--- src/rtl/rn_pkg.sv ---
// rn_pkg: default sizes and the stored write-burst entry for the RN write tracker.
package rn_pkg;
   localparam int DEPTH_DEF = 16;
   localparam int ID_W_DEF  = 11;
   localparam int TGT_W_DEF = 2;
   localparam int LEN_W_DEF = 8;
   typedef struct packed {
      logic [ID_W_DEF-1:0]  id;
      logic [TGT_W_DEF-1:0] tgt;
      logic [LEN_W_DEF-1:0] len;
   } rn_wr_entry_t;
endpackage

--- src/rtl/rn_wr_fifo.sv ---
// rn_wr_fifo: in-order burst FIFO with zero-latency head and occupancy count.
module rn_wr_fifo
   import rn_pkg::*;
#(
   parameter int  DEPTH   = DEPTH_DEF,
   parameter type entry_t = rn_wr_entry_t
) (
   input  logic                       clk,
   input  logic                       rst,
   input  logic                       push,
   input  entry_t                     din,
   input  logic                       pop,
   output entry_t                     dout,
   output logic                       full,
   output logic                       empty,
   output logic [$clog2(DEPTH+1)-1:0] count
);
   localparam int AW = $clog2(DEPTH);
   localparam int CW = $clog2(DEPTH+1);
   entry_t        mem [DEPTH];
   logic [AW-1:0] wr_ptr, rd_ptr;
   // Power-of-two depth lets the pointers wrap by plain overflow.
   always_ff @(posedge clk or negedge rst)
      if (!rst) begin
         wr_ptr <= '0;
         rd_ptr <= '0;
         count  <= '0;
      end else begin
         wr_ptr <= wr_ptr + AW'(push);
         rd_ptr <= rd_ptr + AW'(pop);
         count  <= count + CW'(push) - CW'(pop);
      end
   always_ff @(posedge clk)
      if (push) mem[wr_ptr] <= din;
   assign dout  = mem[rd_ptr];
   assign full  = count == CW'(DEPTH);
   assign empty = count == '0;
endmodule

--- src/rtl/rn_wr_tracker.sv ---
// rn_wr_tracker: tracks accepted AW bursts in order so each W beat is routed to its AW target.
module rn_wr_tracker
   import rn_pkg::*;
#(
   parameter int DEPTH = DEPTH_DEF,
   parameter int ID_W  = ID_W_DEF,
   parameter int TGT_W = TGT_W_DEF,
   parameter int LEN_W = LEN_W_DEF
) (
   input  logic                       clk,
   input  logic                       rst,
   input  logic                       AWVALID,
   input  logic                       AWREADY_S,
   output logic                       AWREADY_M,
   input  logic [ID_W-1:0]            AWID,
   input  logic [LEN_W-1:0]           AWLEN,
   input  logic [TGT_W-1:0]           AW_TgtID,
   input  logic                       WVALID,
   input  logic                       WLAST,
   input  logic                       WREADY_S,
   output logic                       WREADY_M,
   output logic [TGT_W-1:0]           W_TgtID,
   output logic [ID_W-1:0]            W_ID,
   output logic [$clog2(DEPTH+1)-1:0] OUTSTANDING,
   output logic                       LAST_ERR
);
   typedef struct packed {
      logic [ID_W-1:0]  id;
      logic [TGT_W-1:0] tgt;
      logic [LEN_W-1:0] len;
   } entry_t;
   entry_t           head, aw_ent;
   logic             full, empty, aw_hs, w_hs, push, pop, at_last;
   logic [LEN_W:0]   beat_cnt;
   logic [LEN_W-1:0] cur_len;
   assign aw_ent = '{id: AWID, tgt: AW_TgtID, len: AWLEN};
   // An empty tracker routes W from the AW being accepted this cycle.
   always_comb begin
      AWREADY_M = rst & AWREADY_S & ~full;
      aw_hs     = AWVALID & AWREADY_M;
      WREADY_M  = rst & WREADY_S & (~empty | aw_hs);
      w_hs      = WVALID & WREADY_M;
      cur_len   = empty ? AWLEN : head.len;
      at_last   = beat_cnt == {1'b0, cur_len};
      pop       = w_hs & at_last & ~empty;
      push      = aw_hs & ~(empty & w_hs & AWLEN == '0);
      W_ID      = empty ? (aw_hs ? AWID : '0) : head.id;
      W_TgtID   = empty ? (aw_hs ? AW_TgtID : '0) : head.tgt;
   end
   always_ff @(posedge clk or negedge rst)
      if (!rst) begin
         beat_cnt <= '0;
         LAST_ERR <= 1'b0;
      end else if (w_hs) begin
         beat_cnt <= at_last ? '0 : beat_cnt + 1'b1;
         LAST_ERR <= LAST_ERR | (WLAST ^ at_last);
      end
   rn_wr_fifo #(.DEPTH(DEPTH), .entry_t(entry_t)) u_fifo (
      .clk  (clk),
      .rst  (rst),
      .push (push),
      .din  (aw_ent),
      .pop  (pop),
      .dout (head),
      .full (full),
      .empty(empty),
      .count(OUTSTANDING)
   );
endmodule
--- config.mk ---
export PLATFORM = sky130hd
export DESIGN_NAME = rn_wr_tracker
export DESIGN_NICKNAME = d
export VERILOG_FILES = /design/src/rtl/rn_pkg.sv /design/src/rtl/rn_wr_fifo.sv /design/src/rtl/rn_wr_tracker.sv
export SDC_FILE = /design/constraint.sdc
export NUM_CORES = 1
export LEC_CHECK = 0
export BUFFER_PORTS_ARGS = -buffer_cell sky130_fd_sc_hd__buf_2
export CAP_MARGIN = 5
export CORE_MARGIN = 3
export CORE_UTILIZATION = 56
export DETAILED_ROUTE_END_ITERATION = 10
export PLACE_DENSITY = 0.69
export RECOVER_POWER = 50
export SYNTH_ARGS = -nofsm -noshare
export SYNTH_HDL_FRONTEND = slang
export SYNTH_SLANG_ARGS = --single-unit
--- constraint.sdc ---
create_clock -name clk -period 6.7 [get_ports clk]
set_input_delay 2.01 -clock clk [delete_from_list [all_inputs] [get_ports clk]]
set_output_delay 2.01 -clock clk [all_outputs]
set_load 0.05 [all_outputs]
==> impl_results.md, run 1 <==
- Max clock buf depth: 3
- Final #Nets: 835
- Rows: 58
- R2R cell count: 18
- Syn avg cell area: 20.2 um2
- Post-synth EDFFs: 336
- Worst Max-Slew Pin Slew: 1.24 ns
- Post-synthesis sequential area ratio: 73.9%
- Ys flop type: edfxtp_1
- GP Congestion: 0.794
- Htree depth: 2
- Startpoint class of the critical path: primary input
- Remaining antenna violation count: 0
- Combinational family with the most area after synthesis: multiplexers
- Data arrival, critical path: 3.75 ns
- Post-synthesis mux area share: 16.3%
- Worst-skew pair later-pin latency: 0.51 ns
- Top cells by count, synth: edfxtp_1 (336), mux4_2 (96), nand2_1 (37), nor2_1 (28), dfrtp_1 (23)
- DR WL/cell: 27.5 um
- CP dominant cell by count: clkbuf_1
- Finish-stage setup viols: 0
- R2R Path End: u_fifo.count[4]
- Port bufs: 48
- Final Hold Violating Endpoints: 0
- Die area: 27700 um2
- Distinct cells, synth: 51
- Drt drc: 0
- Die X: 167 um
- Total inserted antenna cells: 0
- Worst VDD drop: 0.270 mV
- Starting Density: 57.1%
- Crit end category: primary output
- Synth Warn #: 0
- First-pass GRT wire length: 47.9 mm
- Setup TNS: 0 ns
- Slowest cell on the critical path: clkbuf_1
- Synthesized flop and latch total: 359
- Top-count cell post-synth: edfxtp_1
- Post-synthesis xor/xnor area fraction: 0.971%
- Chip height: 167 um
- Synthesized area: 14400 um2
- Final worst path period need: 5.76 ns
- Share of cells above drive strength 1: 26.4%
- Post-synthesis to final-layout area growth: 13.8%
- Post-DP HPWL: 18.0 mm
- PwrDens: 323 nW/um2
- Largest net degree at the start of global routing: 48
- Post-Layout Cell Count: 1151
- Placed Cells: 1086
- Max_slew headroom: 17.2%
- Top delay family on crit path: buffers and inverters
- Reg2Reg Launch Point: u_fifo.rd_ptr[0]
- DR pass1 iterations: 5
- Post-Route WL: 31.7 mm
- Clock root buffer master: clkbuf_16
- PostCTS Resize Cnt: 0
- Post-Synth Simple-Gate Area: 4.22%
- Worst path bufs/invs: 3
- Synth area leaders: edfxtp_1 (70%), mux4_2 (15%), dfrtp_1 (4.0%)
- Post-Syn Instances: 713
- Max cap viols: 0
- CTS tree: yes
- 1st-iter DRT viols: 859
- Post-Syn Nets: 753
- Adder-Cell Fraction of Synth Area: 1.09%
- Clock Skew: 0.00875 ns
- Hold Path Sink: LAST_ERR
- Slowest stage delay, CP: 0.92 ns
- Total Routing Usage GR: 23.3%
- Placed instance area: 15300 um2
- Compound-cell area share of the yosys netlist: 2.15%
- Worst Hold Launch: LAST_ERR
- Status: completed
- # IOs: 49
- Final instance area: 16400 um2
- Crit-path cells: clkbuf_1 -> clkbuf_1 -> nand2_1 -> a21oi_1 -> buf_2
- Pins over their slew limit: 0
- Req. time, crit path: 4.69 ns
- Initial antenna violation count: 0
- Vias in the first global route: 7672
- Min-Delay Path Class: reg -> reg
- Fmax: 174 MHz
- Setup Fix Bufs, Post-CTS: 0
- Post-DR vias/cell: 6.36
- Core area: 25300 um2
- Tcrit/Tclk final: 86.0%
- Hold Buf Count CTS: 0
- Inserted Clock Buffers: 37
- Worst-path fanout max: 24
- Fraction of registers with async set/reset: 6.41%
- Hold Crit Depth: 1
- Via count: 7326
- Yosys top cell area share: 69.9%
- Setup Crit Path Kind: in -> out
- Leakage: 5.21 nW
- RSZ-0062 raised after global routing: false
- Clock Sinks: 359
- Fill cell total of the finished layout: 1701
- Yosys top cell by area: edfxtp_1
- Grt ovf: 0
- Clock-pin slew on the worst setup and hold paths: 0.06 ns
- R2R Setup Slk: 1.81 ns
[cells in the final DEF, fill, tap and decap left out, types with 11 or more instances in the layout]
master     synthesis  layout
o21ai_0           15      15
ha_1              11      11
clkbuf_16          0      37
edfxtp_1         336     336
nor2_1            28      17
nand2_1           37      37
clkbuf_1          15      38
dfrtp_1           23      20
buf_2             11      20
mux2i_1           14      14
buf_4              1      22
inv_1             12      12
nor2_2             1      12
mux4_2            96      96
[cell families after synthesis]
group	after synthesis
flip-flops	359
XOR/XNOR	16
multiplexers	114
AND/OR/NAND/NOR	119
buffers and inverters	46
adder cells (fa/ha/maj)	12
AO/OA/AOI/OAI	47
[sequential cells by signal (all words and copies together), names as in the netlist]
register	cells
u_fifo.mem	336
beat_cnt	9
u_fifo.count	5
u_fifo.rd_ptr	4
u_fifo.wr_ptr	4
LAST_ERR	1
[worst max-delay path by stage]
stage,startpoint,endpoint,slack [ns],cells past startpoint
final,rst,WREADY_M,0.94,5
after global routing,rst,WREADY_M,0.55,5
after CTS,rst,W_TgtID[0],1.0,5
after detailed placement,AWLEN[7],u_fifo.count[4],0.93,18
after global placement,AWLEN[7],u_fifo.count[4],1.0,18
after floorplan,AWREADY_S,W_ID[1],0.96,4
[metrics by stage]
step	setup WS [ns]	util [%]	hold WS, ns	total power [W]
global placement	0.997	60.5	0.438	0.00332
floorplan	0.956	-	0.505	0.00313
global route	0.554	65.0	0.484	0.00550
CTS	0.996	65.2	0.468	0.00534
finish	0.941	65.0	0.463	0.00529
detailed placement	0.928	60.5	0.457	0.00335
[metal layers]
metal / share of wire (%) / track usage [%]
met3: 7.9 / 4.91
met2: 49 / 37.2
met5: 0 / 0
met1: 40 / 33.1
met4: 2.5 / 7.39
[layout make-up]
cell class              instances  area (um2)  area share (%)
repair buffers                 77         494            3.01
flip-flops and latches        359       10700            65.0
multi-input cells             308        3610            22.0
inverters                      12        45.0           0.274
clock buffers                  46         960            5.85
clock inverters                19         220            1.34
well taps                     330         413            2.52
[power by group]
| part | internal [W] | switching, W |
|---|---|---|
| registers | 0.00255 | 0.0000980 |
| logic | 0.000239 | 0.000403 |
| clock network | 0.00121 | 0.000797 |
No activity file was read; power rests on OpenSTA's default activity.
==> inputs of run 2 (changes only) <==
- SYNTH_HIERARCHICAL: unset -> 1
- clock period: 6.7 -> 5.5 ns (I/O delays scaled with it)
==> impl_results.md, run 2 <==
- Setup TNS: 0 ns (unchanged)
- Drt drc: 0 (unchanged)
- Fraction of registers with async set/reset: 6.41% (unchanged)
- Setup Fix Bufs, Post-CTS: 0 (unchanged)
- Remaining antenna violation count: 0 (unchanged)
- Post-synthesis to final-layout area growth: 12.1%
- Htree depth: 2 (unchanged)
- Data arrival, critical path: 3.46 ns (-0.29 ns)
- Clock-pin slew on the worst setup and hold paths: 0.06 ns (about the same)
- Worst VDD drop: 0.407 mV (+50%)
- Most common cell after layout, fill and taps aside: edfxtp_1
- Total Routing Usage GR: 23.1% (-0.21 points)
- Largest net degree at the start of global routing: 30 (-38%)
- Die X: 167 um (+0.53%)
- Slowest cell on the critical path: clkbuf_1
- CTS tree: yes
- Hold Crit Depth: 1 (unchanged)
- Final instance area: 16300 um2 (-0.40%)
- Placed instance area: 15300 um2 (+0.24%)
- Share of cells above drive strength 1: 18.7% (-7.8 points)
- DR pass1 iterations: 5 (unchanged)
- GP Congestion: 0.814 (+2.4%)
- Reg with most FFs: u_fifo/mem
- Sequential Area: 10700 um2 (about the same)
- Hold Path Sink: LAST_ERR
- Synthesized flop and latch total: 359 (unchanged)
- Post-Route WL: 32.2 mm (+1.6%)
- Met2 routed WL: 15.0 mm (-3.8%)
- Worst Hold Launch: LAST_ERR
- Ys flop type: edfxtp_1
- Total inserted antenna cells: 0 (unchanged)
- Met3 WL: 2.86 mm (+13%)
- Startpoint class of the critical path: primary input
- Status: completed
- Inserted Clock Buffers: 36 (-2.7%)
- Vias in the first global route: 8218 (+7.1%)
- Min-Delay Path Class: reg -> reg
- Reg2Reg Launch Point: u_fifo/rd_ptr[2]
- Setup WS pre-CTS: 0.673 ns (-0.256 ns)
- Req. time, crit path: 3.85 ns (-0.84 ns)
- Crit-path cells: clkbuf_1 -> and3b_1 -> nand2_1 -> buf_4 -> o2bb2ai_1 -> buf_2
- Metal1 wirelength: 13.6 mm (+6.6%)
- Worst-skew pair later-pin latency: 0.52 ns (about the same)
- Synthesized area: 14600 um2 (+1.1%)
- Syn avg cell area: 18.4 um2 (-9.0%)
- PostCTS Resize Cnt: 0 (unchanged)
- Post-Syn Instances: 792 (+11%)
- Starting Density: 57.4% (+0.30 points)
- Post-synth EDFFs: 336 (unchanged)
- Clock Skew: 0.0180 ns (+0.00923 ns)
- Yosys top cell by area: edfxtp_1
- Chip height: 167 um (+0.53%)
- Port bufs: 48 (unchanged)
- WP depth: 6 (+1)
- Post-Syn Nets: 832 (+10%)
- RSZ-0062 raised after global routing: false
- Clock root buffer master: clkbuf_16
- R2R Setup Slk: 0.66 ns (-1.15 ns)
- Most frequent cells in the layout: edfxtp_1 (336), mux2i_1 (93), clkbuf_1 (44)
- Synth Warn #: 6 (+6)
- Post-DP HPWL: 19.0 mm (+5.4%)
- Distinct cells, synth: 50 (-2.0%)
- Tcrit/Tclk final: 92.9%
- Setup Crit Path Kind: in -> out
- Max_slew headroom: 18.1% (+0.88 points)
- Die area: 28000 um2 (+1.1%)
- Setup WS post-layout: 0.391 ns (-0.550 ns)
- Max cap viols: 0 (unchanged)
- Pins over their slew limit: 0 (unchanged)
- Top Metal Used: met5
- Worst Max-Slew Pin Slew: 1.22 ns (-0.0199 ns)
- First-pass GRT wire length: 49.3 mm (+2.9%)
- Max clock buf depth: 3 (unchanged)
- DR WL/cell: 26.2 um (-4.9%)
- Clock Sinks: 359 (unchanged)
- Final #Nets: 914 (+9.5%)
- Biggest regs: u_fifo/mem x336, beat_cnt x9, u_fifo/count x5
- 1st-iter DRT viols: 788 (-8.3%)
- R2R cell count: 18 (unchanged)
- Leakage: 5.14 nW (-1.4%)
- Via count: 7861 (+7.3%)
- Synth area leaders: edfxtp_1 (69%), mux4_2 (6.5%), mux2i_1 (6.4%)
- PwrDens: 376 nW/um2 (+16%)
- Top-count cell post-synth: edfxtp_1
- Worst path bufs/invs: 3 (unchanged)
- Fill cell total of the finished layout: 1727 (+1.5%)
- Rows: 58 (unchanged)
- Max reg flops: 336 (unchanged)
- Top cells by count, synth: edfxtp_1 (336), mux2i_1 (93), nand2_1 (43), a221oi_1 (42), mux4_2 (42)
- Core area: 25400 um2 (+0.57%)
- Post-DR vias/cell: 6.39 (+0.41%)
- Initial antenna violation count: 1 (+1)
- Yosys top cell area share: 69.2% (-0.76 points)
- Worst-path fanout max: 13 (-46%)
- # IOs: 49 (unchanged)
- Final Hold Violating Endpoints: 0 (unchanged)
- Multi-input gate area: 3660 um2 (+1.4%)
- Hold Buf Count CTS: 0 (unchanged)
- Final worst path period need: 5.11 ns
- Grt ovf: 0 (unchanged)
- Post-synthesis sequential area ratio: 73.1% (-0.81 points)
- Top delay family on crit path: buffers and inverters
- Fmax: 196 MHz
- Slowest stage delay, CP: 0.47 ns (-0.45 ns)
- Final core occ: 64.4% (-0.63 points)
- R2R Path End: u_fifo/count[4]
- Crit end category: primary output
- Finish-stage setup viols: 0 (unchanged)
run 2: kinds of logic after synthesis:
kind of cell	after synthesis	synth area share, %
AOI/OAI and AO/OA	123	6.42
xor gates and xnor gates	15	0.901
adders and majority gates	12	1.08
buffers and inverters	51	2.25
DFF	359	73.1
muxes	136	12.9
and+or+nand+nor	96	3.29
run 2: worst max-delay path by stage:
stage | from | to | slack, ns
floorplan | AWREADY_S | u_fifo/mem[0][0] | 0.16
finish | rst | W_ID[10] | 0.39
detailed placement | rst | u_fifo/mem[9][7] | 0.67
CTS | u_fifo/rd_ptr[0] | W_ID[9] | 0.42
global route | rst | W_ID[10] | 0.19
global placement | rst | W_ID[10] | 0.68
run 2: per-layer routing:
layer / vias up / GRT usage (%)
met5: - / 0
met4: 2 / 5.94
met3: 62 / 5.62
met2: 360 / 35.1
met1: 4040 / 34.4
li1: 3397 / -
run 2: through the flow:
step                      instances  hold WS, ns  total power, W
after floorplan                 792        0.488         0.00376
after detailed placement       1166        0.489         0.00399
final                          1230        0.520         0.00614
after CTS                      1230        0.510         0.00619
after global placement         1166        0.484         0.00396
after global routing           1230        0.524         0.00638
run 2: layout make-up:
type	count	area share [%]
sequential	359	65.3
multi-input combinational	382	22.4
clock buffer	53	6.09
timing repair buffer	86	3.13
tap	330	2.53
clock inverter	11	0.390
inverter	9	0.207
run 2: report_power, final:
group	switching (W)	total (W)	internal, W	leakage (nW)
registers	0.0000936	0.00319	0.00310	3.28
logic	0.000475	0.000730	0.000255	1.35
clock network	0.000959	0.00222	0.00126	0.509
total	0.00153	0.00614	0.00461	5.14
==> inputs of run 3 (changes only) <==
- CAP_MARGIN: 5 -> unset
- PLACE_DENSITY: 0.69 -> 0.72
==> impl_results.md, run 3 (synthesized netlist as in run 2, its figures left out) <==
- Status: completed
- Hold slack: 0.519 ns (-0.000685 ns)
- Most frequent cells in the layout: edfxtp_1 (336), mux2i_1 (93), nand2_1 (43)
- Die X: 167 um (unchanged)
- Biggest regs: u_fifo/mem x336, beat_cnt x9, u_fifo/count x5
- Clock root buffer master: clkbuf_16
- Setup TNS: 0 ns (unchanged)
- Starting Density: 57.4% (unchanged)
- PostCTS Resize Cnt: 0 (unchanged)
- Tcrit/Tclk final: 92.7% (-0.22 points)
- Max reg flops: 336 (unchanged)
- Most common cell after layout, fill and taps aside: edfxtp_1
- Setup Crit Path Kind: in -> out
- RSZ-0062 raised after global routing: false
- Clock Skew: 0.0219 ns (+0.00397 ns)
- Pins over their slew limit: 0 (unchanged)
- Clock Sinks: 359 (unchanged)
- Post-synthesis to final-layout area growth: 12.8%
- PwrDens: 385 nW/um2 (+2.4%)
- Internal power: 0.00479 W (+3.9%)
- Worst VDD drop: 0.437 mV (+7.4%)
- Inserted Clock Buffers: 36 (unchanged)
- # IOs: 49 (unchanged)
- Worst Max-Slew Pin Slew: 1.33 ns (+0.112 ns)
- Comb pwr share: 11.6% (-0.3 points)
- Drt drc: 0 (unchanged)
- Min-Delay Path Class: reg -> reg
- Leakage: 5.17 nW (+0.68%)
- R2R cell count: 18 (unchanged)
- Post-DP HPWL: 18.7 mm (-1.4%)
- DR pass1 iterations: 5 (unchanged)
- Core area: 25400 um2 (unchanged)
- Fmax: 196 MHz (+0.23%)
- Setup Fix Bufs, Post-CTS: 0 (unchanged)
- Clock-pin slew on the worst setup and hold paths: 0.06 ns (about the same)
- Port bufs: 48 (unchanged)
- Max_slew headroom: 11.1% (-7.0 points)
- Clock power frac: 37.9% (+1.8 points)
- Total Routing Usage GR: 22.9% (-0.17 points)
- Total inserted antenna cells: 0 (unchanged)
- Final Hold Violating Endpoints: 0 (unchanged)
- Startpoint class of the critical path: primary input
- Worst-skew pair later-pin latency: 0.52 ns (about the same)
- Reg with most FFs: u_fifo/mem
- Hold Buf Count CTS: 0 (unchanged)
- Crit path from: rst
- Post-DR vias/cell: 6.39 (about the same)
- Data arrival, critical path: 3.45 ns (about the same)
- DR WL/cell: 25.9 um (-0.88%)
- Reg2Reg Launch Point: u_fifo/rd_ptr[1]
- Remaining antenna violation count: 0 (unchanged)
- Post-Route WL: 31.7 mm (-1.4%)
- 1st-iter DRT viols: 760 (-3.6%)
- Hold Crit Depth: 1 (unchanged)
- R2R Setup Slk: 0.57 ns (-0.09 ns)
- Vias in the first global route: 8110 (-1.3%)
- Seq pwr share: 50.5% (-1.5 points)
- Req. time, crit path: 3.85 ns (about the same)
- Chip height: 167 um (unchanged)
- Max clock buf depth: 3 (unchanged)
- Final #Nets: 908 (-0.66%)
- Fill cell total of the finished layout: 1718 (-0.52%)
- Rows: 58 (unchanged)
- GP Congestion: 0.849 (+4.3%)
- Crit end category: primary output
- Grt ovf: 0 (unchanged)
- Finish-stage setup viols: 0 (unchanged)
- Worst Hold Launch: LAST_ERR
- Initial antenna violation count: 0 (-1)
- Sw frac: 24.3% (-0.57 points)
- Max cap viols: 0 (unchanged)
- First-pass GRT wire length: 48.8 mm (-0.99%)
- Die area: 28000 um2 (unchanged)
- Largest net degree at the start of global routing: 43 (+43%)
- CTS tree: yes
- Via count: 7815 (-0.59%)
- Final worst path period need: 5.10 ns (-0.0118 ns)
- Worst-path fanout max: 24 (+11)
- Htree depth: 2 (unchanged)
- Switch Pwr: 0.00154 W (+0.74%)
- Share of cells above drive strength 1: 18.8% (+0.15 points)
## run 3: cell count changes in the layout (fill, tap and decap cells not counted), sizes merged
cell	delta
buf	-7
bufinv	+4
clkbuf	-3
clkinv	-1
## run 3: worst max-delay path, stage by stage
cell,delay [ns]
clkbuf_1,0.10
clkbuf_1,0.98
and2_0,0.31
o21a_1,0.15
buf_2,0.26
## run 3: metal layers
layer / GRT usage [%] / part of all wire (%) / wire (um) / vias to the layer above
li1: - / - / - / 3387
met1: 32.3 / 40 / 12800 / 3986
met2: 36.3 / 47 / 15000 / 376
met3: 5.29 / 9.5 / 3020 / 66
met4: 7.36 / 3.0 / 945 / 0
met5: 0 / 0 / 0 / -
## run 3: power by group through the flow
stage / Sequential (W) / Combinational (W) / Clock (W)
after detailed placement: 0.00325 / 0.000744 / 0
after global placement: 0.00324 / 0.000716 / 0
after CTS: 0.00319 / 0.000748 / 0.00244
after floorplan: 0.00328 / 0.000484 / 0
final: 0.00320 / 0.000734 / 0.00240
after global routing: 0.00321 / 0.000794 / 0.00256
## run 3: worst paths after layout
path                                     to
setup / recovery                   WREADY_M
hold reg to reg                    LAST_ERR
max in group asynchronous  u_fifo/rd_ptr[0]
setup reg to reg            u_fifo/count[4]
hold / removal                     LAST_ERR
min in group asynchronous       beat_cnt[0]
## run 3: per-stage QoR
| stage | setup WS (ns) | utilization, % | std cells | area (um2) | total power, W |
|---|---|---|---|---|---|
| after floorplan | 0.161 | - | 792 | 14600 | 0.00376 |
| after global routing | 0.135 | 64.8 | 1223 | 16500 | 0.00656 |
| after global placement | 0.668 | 60.4 | 1160 | 15300 | 0.00396 |
| after detailed placement | 0.637 | 60.4 | 1160 | 15300 | 0.00399 |
| after CTS | 0.389 | 64.9 | 1223 | 16500 | 0.00638 |
| final | 0.403 | 64.8 | 1223 | 16500 | 0.00633 |
## run 3: area by class of cell
class	count	area (um2)	area share, %
tap	330	413	2.51
clock buffer	49	981	5.96
multi-input combinational	382	3660	22.2
clock inverter	14	173	1.05
timing repair buffer	80	526	3.19
sequential	359	10700	64.9
inverter	9	33.8	0.205
